--- config.mk ---
export PLATFORM = sky130hd
export DESIGN_NAME = adder_multicycle
export DESIGN_NICKNAME = d
export VERILOG_FILES = /design/src/rtl/alu_pkg.sv /design/src/rtl/adder_slice.sv /design/src/rtl/full_adder.sv /design/src/rtl/adder_multicycle.sv
export SDC_FILE = /design/constraint.sdc
export NUM_CORES = 1
export LEC_CHECK = 0
export CAP_MARGIN = 20
export CORE_MARGIN = 4
export CORE_UTILIZATION = 49
export CTS_CLUSTER_DIAMETER = 150
export CTS_CLUSTER_SIZE = 8
export DETAILED_ROUTE_END_ITERATION = 6
export PLACE_DENSITY = 0.8
export RECOVER_POWER = 25
export SETUP_SLACK_MARGIN = 0.3
export SYNTH_ARGS = -nofsm -noshare
export SYNTH_HDL_FRONTEND = slang
export SYNTH_SLANG_ARGS = --single-unit
export TNS_END_PERCENT = 50
--- constraint.sdc ---
create_clock -name clock -period 5.05 [get_ports clock]
set_input_delay 0.7575 -clock clock [delete_from_list [all_inputs] [get_ports clock]]
set_output_delay 0.7575 -clock clock [all_outputs]
set_load 0.005 [all_outputs]
--- src/rtl/alu_pkg.sv ---
// Shared ALU definitions: FSM state encoding, default datapath sizes and a
// counter-width helper for the multi-cycle adder.
package alu_pkg;

  localparam int DEFAULT_WIDTH = 32;
  localparam int DEFAULT_CHUNK = 8;

  localparam logic [1:0] ST_IDLE = 2'd0;
  localparam logic [1:0] ST_RUN  = 2'd1;
  localparam logic [1:0] ST_DONE = 2'd2;

  // Counter width for n slices; a single-slice build still needs a 1-bit counter.
  function automatic int clog2_min1(input int n);
    return (n > 1) ? $clog2(n) : 1;
  endfunction

endpackage

--- src/rtl/adder_slice.sv ---
// CHUNK-bit combinational ripple adder; also exposes the carry into its top
// bit so the caller can derive signed overflow on the most significant slice.
module adder_slice
  import alu_pkg::*;
#(
  parameter int CHUNK = DEFAULT_CHUNK
) (
  input  logic [CHUNK-1:0] A,
  input  logic [CHUNK-1:0] B,
  input  logic             carryIn,
  output logic [CHUNK-1:0] result,
  output logic             carryOut,
  output logic             msbCarryIn
);

  logic [CHUNK:0] w_c;

  assign w_c[0] = carryIn;

  for (genvar g = 0; g < CHUNK; g++) begin : g_bit
    full_adder u_fa (
      .i_a   (A[g]),
      .i_b   (B[g]),
      .i_cin (w_c[g]),
      .o_sum (result[g]),
      .o_cout(w_c[g+1])
    );
  end

  assign carryOut   = w_c[CHUNK];
  assign msbCarryIn = w_c[CHUNK-1];

endmodule

--- src/rtl/full_adder.sv ---
// One-bit full adder cell, the building block of the slice ripple chain.
module full_adder (
  input  logic i_a,
  input  logic i_b,
  input  logic i_cin,
  output logic o_sum,
  output logic o_cout
);

  assign o_sum  = i_a ^ i_b ^ i_cin;
  assign o_cout = (i_a & i_b) | (i_cin & (i_a ^ i_b));

endmodule

--- src/rtl/adder_multicycle.sv ---
// Multi-cycle adder/subtractor: one CHUNK-bit slice per clock through a single
// shared slice adder, with start/ready/done handshake and registered flags.
module adder_multicycle
  import alu_pkg::*;
#(
  parameter int WIDTH = DEFAULT_WIDTH,
  parameter int CHUNK = DEFAULT_CHUNK
) (
  input  logic             clock,
  input  logic             reset,
  input  logic             start,
  input  logic             subtract,
  input  logic [WIDTH-1:0] A,
  input  logic [WIDTH-1:0] B,
  input  logic             carryIn,
  output logic             ready,
  output logic             done,
  output logic [WIDTH-1:0] result,
  output logic             carryOut,
  output logic             overflow,
  output logic             zero,
  output logic             negative
);

  localparam int NSLICES = WIDTH / CHUNK;
  localparam int CW      = clog2_min1(NSLICES);
  localparam logic [CW-1:0] K_LAST = CW'(NSLICES - 1);

  logic [1:0]       r_state;
  logic [1:0]       w_state_nxt;
  logic [WIDTH-1:0] r_a;
  logic [WIDTH-1:0] r_b;
  logic [WIDTH-1:0] r_acc;
  logic             r_c;
  logic [CW-1:0]    r_k;

  logic             w_accept;
  logic             w_last;
  logic [CHUNK-1:0] w_a_sl;
  logic [CHUNK-1:0] w_b_sl;
  logic [CHUNK-1:0] w_sum;
  logic             w_cout;
  logic             w_msb_cin;
  logic [WIDTH-1:0] w_acc_nxt;

  assign w_accept = start & ready;
  assign w_last   = (r_k == K_LAST);
  assign w_a_sl   = r_a[int'(r_k)*CHUNK +: CHUNK];
  assign w_b_sl   = r_b[int'(r_k)*CHUNK +: CHUNK];

  adder_slice #(.CHUNK(CHUNK)) u_slice (
    .A         (w_a_sl),
    .B         (w_b_sl),
    .carryIn   (r_c),
    .result    (w_sum),
    .carryOut  (w_cout),
    .msbCarryIn(w_msb_cin)
  );

  // Accumulator with the current slice merged in; on the last slice this is the full result.
  always_comb begin
    w_acc_nxt = r_acc;
    w_acc_nxt[int'(r_k)*CHUNK +: CHUNK] = w_sum;
  end

  // Next-state logic for the IDLE/RUN/DONE controller.
  always_comb begin
    w_state_nxt = r_state;
    case (r_state)
      ST_IDLE: if (w_accept) w_state_nxt = ST_RUN;  else w_state_nxt = ST_IDLE;
      ST_RUN:  if (w_last)   w_state_nxt = ST_DONE; else w_state_nxt = ST_RUN;
      ST_DONE: if (w_accept) w_state_nxt = ST_RUN;  else w_state_nxt = ST_IDLE;
      default: w_state_nxt = ST_IDLE;
    endcase
  end

  // Controller state, handshake outputs and slice datapath registers.
  always_ff @(posedge clock or negedge reset) begin
    if (!reset) begin
      r_state <= ST_IDLE;
      ready   <= 1'b1;
      done    <= 1'b0;
      r_a     <= '0;
      r_b     <= '0;
      r_acc   <= '0;
      r_c     <= 1'b0;
      r_k     <= '0;
    end else begin
      r_state <= w_state_nxt;
      ready   <= (w_state_nxt != ST_RUN);
      done    <= (w_state_nxt == ST_DONE);
      // Subtraction runs as A + ~B + ~borrow through the same adder.
      if (w_accept) begin
        r_a <= A;
        r_b <= subtract ? ~B : B;
        r_c <= carryIn ^ subtract;
        r_k <= '0;
      end else if (r_state == ST_RUN) begin
        r_acc <= w_acc_nxt;
        r_c   <= w_cout;
        r_k   <= r_k + CW'(1);
      end
    end
  end

  // Result and flags load only on the final slice and hold until the next completion.
  always_ff @(posedge clock or negedge reset) begin
    if (!reset) begin
      result   <= '0;
      carryOut <= 1'b0;
      overflow <= 1'b0;
      zero     <= 1'b0;
      negative <= 1'b0;
    end else if ((r_state == ST_RUN) && w_last) begin
      result   <= w_acc_nxt;
      carryOut <= w_cout;
      overflow <= w_msb_cin ^ w_cout;
      zero     <= (w_acc_nxt == '0);
      negative <= w_acc_nxt[WIDTH-1];
    end
  end

endmodule

==> impl_metrics.py <==
metrics = {
    "synth": {
        "synth_nets": 690,
        "synth_compound_area_share_pct": 11.9,
        "synth.area.mux_share_pct": 12.5,
        "syn_area_um2": 6620,
        "synthArstFlopShare_pct": 100,
        "yosysWarnings": 0,
        "synthFlopType": "dfrtp_1",
        "synth_edf_count": 0,
        "synth_top_area_cell": "dfrtp_1",
        "syn-instance-count": 607,
        "synth_top_family_by_area": "multiplexers",
        "yosys.area_share.simple_pct": 10.2,
        "synth_top_area_share_pct": 51.8,
        "synth-adder-area-share_pct": 3.55,
        "synthTopCellsByArea": "dfrtp_1 (52%), mux2_1 (6.3%), o21ai_1 (5.6%), mux4_2 (5.4%), nand2_1 (5.1%)",
        "ys_seq_elements": 138,
        "synth.distinct_cells": 48,
        "avgSynthCellArea_um2": 10.9,
        "synthXorXnorAreaFrac_pct": 4.63,
        "yosysSeqAreaShare_pct": 52.2,
    },
    "drt": {
        "drc_errors": 0,
        "vias": 4890,
        "drtIter0Drc": 411,
        "ant_nets": 0,
        "routed_via_density": 5.50,
        "drt_pass1_iterations": 5,
        "wl_mm": 15.3,
        "wl_per_cell_um": 17.2,
    },
    "cells_and_area": {
        "syn_to_final_growth_pct": 26.2,
        "fin_nets": 783,
        "fill_cells": 1059,
        "fin_util_pct": 63.1,
        "num_antenna_cells": 0,
        "drive_above_1_share_pct": 9.96,
    },
    "place": {
        "hpwlAfterDp_mm": 10.9,
        "place.gp.congestion": 0.932,
        "port-buffer-count": 106,
        "dp_slack_ps": 258,
    },
    "power_and_ir_drop": {
        "p_per_area_nw_per_um2": 743,
        "peakVddDrop_mv": 0.573,
        "p_leak_nw": 3.52,
    },
    "worst_setup_path": {
        "start_kind": "register",
        "criticalPathCategory": "reg2reg",
        "critPathRequiredTime_ps": 5400,
        "setup.worst_path.end_class": "register",
        "cp.arrival_ps": 4950,
        "cp_max_fo": 6,
    },
    "sta": {
        "report.final.slew_viol_count": 95,
        "max_slew_margin_pct": -50.0,
        "post-route-period-util_pct": 91.2,
        "setup_violations": 0,
        "rsz0062_at_grt": "true",
        "tightest_slew_ps": 2250,
        "tns_ps": 0,
        "hold_viol": 0,
        "clock.fmax_mhz": 217,
        "fin_skew_ps": 9.50,
        "fin_ws_ps": 443,
        "min_period_ps": 4610,
    },
    "floorplanning": {
        "die_h_um": 124,
        "initial_core_util_pct": 50.0,
        "num_rows": 42,
        "dieArea_um2": 15400,
        "ios": 107,
        "core_area_um2": 13200,
        "fp.dieW_um": 124,
    },
    "run": {
        "max-cap-violations": 1,
    },
    "run_status": {
        "violations": "max-capacitance violations, max-slew violations",
        "status": "finished with violations",
    },
    "grt": {
        "grt_pass1_vias": 5122,
        "grt_usage_pct": 20.2,
        "grt_overflow_total": 0,
        "grt_pass1_wl_mm": 25.1,
        "grt_max_degree": 100,
        "antenna_found_initial": 0,
    },
    "clock_tree": {
        "root_buffer": "clkbuf_16",
        "cts_buffer_depth": 2,
        "htree_levels": 4,
        "clk_latency_ps": 420,
        "cts_tree": "yes",
        "cts_sinks": 138,
        "cts_buffers": 17,
        "clk_pin_slew_ps": 50,
        "ctsHoldBuffers": 0,
    },
    "min_path": {
        "hp-class": "reg2reg",
    },
}
## report_power, final
part,switching (W),total (W),internal (W)
clock network,0.000425,0.00118,0.000757
registers,0.000305,0.00190,0.00159
logic,0.00176,0.00313,0.00136
## flip-flops by register name, summed over array words and instances, names as in the netlist
name      cells
carryOut      1
done          1
ready         1
r_b          32
result       32
r_acc        32
r_c           1
zero          1
r_k           2
r_a          32
r_state       2
overflow      1
## final timing paths
path                                startpoint               endpoint  slack (ps)  cells past startpoint
max                         r_k[0]$_DFFE_PN0P_       zero$_DFFE_PN0P_         440                     16
max in group asynchronous                reset    r_b[10]$_DFFE_PN0P_        2420                      2
max reg2reg                 r_k[0]$_DFFE_PN0P_       zero$_DFFE_PN0P_         440                     16
min in group asynchronous                reset  result[9]$_DFFE_PN0P_        1010                      1
min                        r_b[19]$_DFFE_PN0P_    r_b[19]$_DFFE_PN0P_         480                      2
min reg2reg                r_b[19]$_DFFE_PN0P_    r_b[19]$_DFFE_PN0P_         480                      2
## critical path, stage by stage (launching register included)
cell and delay [ps]:
dfrtp_2 460, mux4_2 340, inv_1 50, fa_2 360
fa_2 350, fa_2 350, fa_2 350, fa_2 340
inv_1 80, fa_1 160, inv_1 60, fa_2 390
fa_1 550, a21oi_1 70, nor4b_2 330, nand4_1 140
o21ai_1 150
## final cells by class
cell class | instances | area (µm²) | share of cell area, %
multi-input combinational | 392 | 2860 | 34.2
timing repair buffer | 114 | 1110 | 13.3
sequential | 138 | 3460 | 41.4
tap | 176 | 220 | 2.64
inverter | 37 | 139 | 1.66
clock buffer | 31 | 538 | 6.44
clock inverter | 1 | 30.0 | 0.360
## routing by layer
layer  vias to the layer above  track usage (%)  part of all wire, %
li1                       2265                -                    -
met1                      2370             24.0                   40
met2                       225             35.1                   52
met3                        30             5.71                  6.7
met4                         0             7.29                  1.9
met5                         -                0                    0
## cells in the mapped netlist (2+ instances only)
cell and instances:
a21oi_1 29, a221oi_1 2, a31oi_1 2, buf_2 22, buf_4 5, clkbuf_1 13
dfrtp_1 137, fa_1 8, ha_1 6, inv_1 30, inv_2 6, mux2_1 37
mux2i_1 5, mux4_2 16, nand2_1 90, nand3_1 2, nand4bb_1 2, nor2_1 31
nor2b_1 3, nor3_1 3, nor4_1 6, nor4b_1 2, o21a_1 9, o21ai_1 74
o221ai_1 9, o31ai_1 2, xnor2_1 35
## cell families after synthesis
group                    after synthesis
AO/OA/AOI/OAI                        136
XOR/XNOR                              35
adder cells (fa/ha/maj)               14
buffers and inverters                 77
flip-flops                           138
multiplexers                          58
AND/OR/NAND/NOR                      149
## cells in the final DEF, fill, tap and decap left out, types with 2 or more instances in the layout
master and instances:
nand3_1 2, ha_1 6, clkbuf_8 6, a31oi_1 2, nor2_1 31, o21ai_1 74, xnor2_1 35, clkbuf_1 8
buf_4 8, a221oi_1 2, mux2_1 37, fa_1 2, o21a_1 9, dfrtp_1 136, fa_2 6, inv_1 30
nor3_1 3, mux4_2 16, clkdlybuf4s50_1 104, o31ai_1 2, mux2i_1 5, nand2_1 89, clkbuf_16 17, o221ai_1 9
nand4bb_1 2, nor4_1 6, nor2b_1 3, a21oi_1 29, inv_2 6
## metrics by stage
stage          instances  hold slack [ps]  area [µm²]  power (W)
6_report             889              480        8350    0.00621
5_1_grt              889              494        8350    0.00657
4_1_cts              888              452        8340    0.00614
3_5_place_dp         856              471        7760    0.00492
3_3_place_gp         856              461        7760    0.00478
2_1_floorplan        607              450        6630    0.00385
## what timing repair did
action,4_1_cts,5_1_grt
gates cloned,0,0
hold endpoints to repair,0,0
buffers inserted,0,1
pin swaps,0,5
resized for setup,2,5
endpoints found under the setup margin,1,5
No activity file was read; power rests on OpenSTA's default activity.
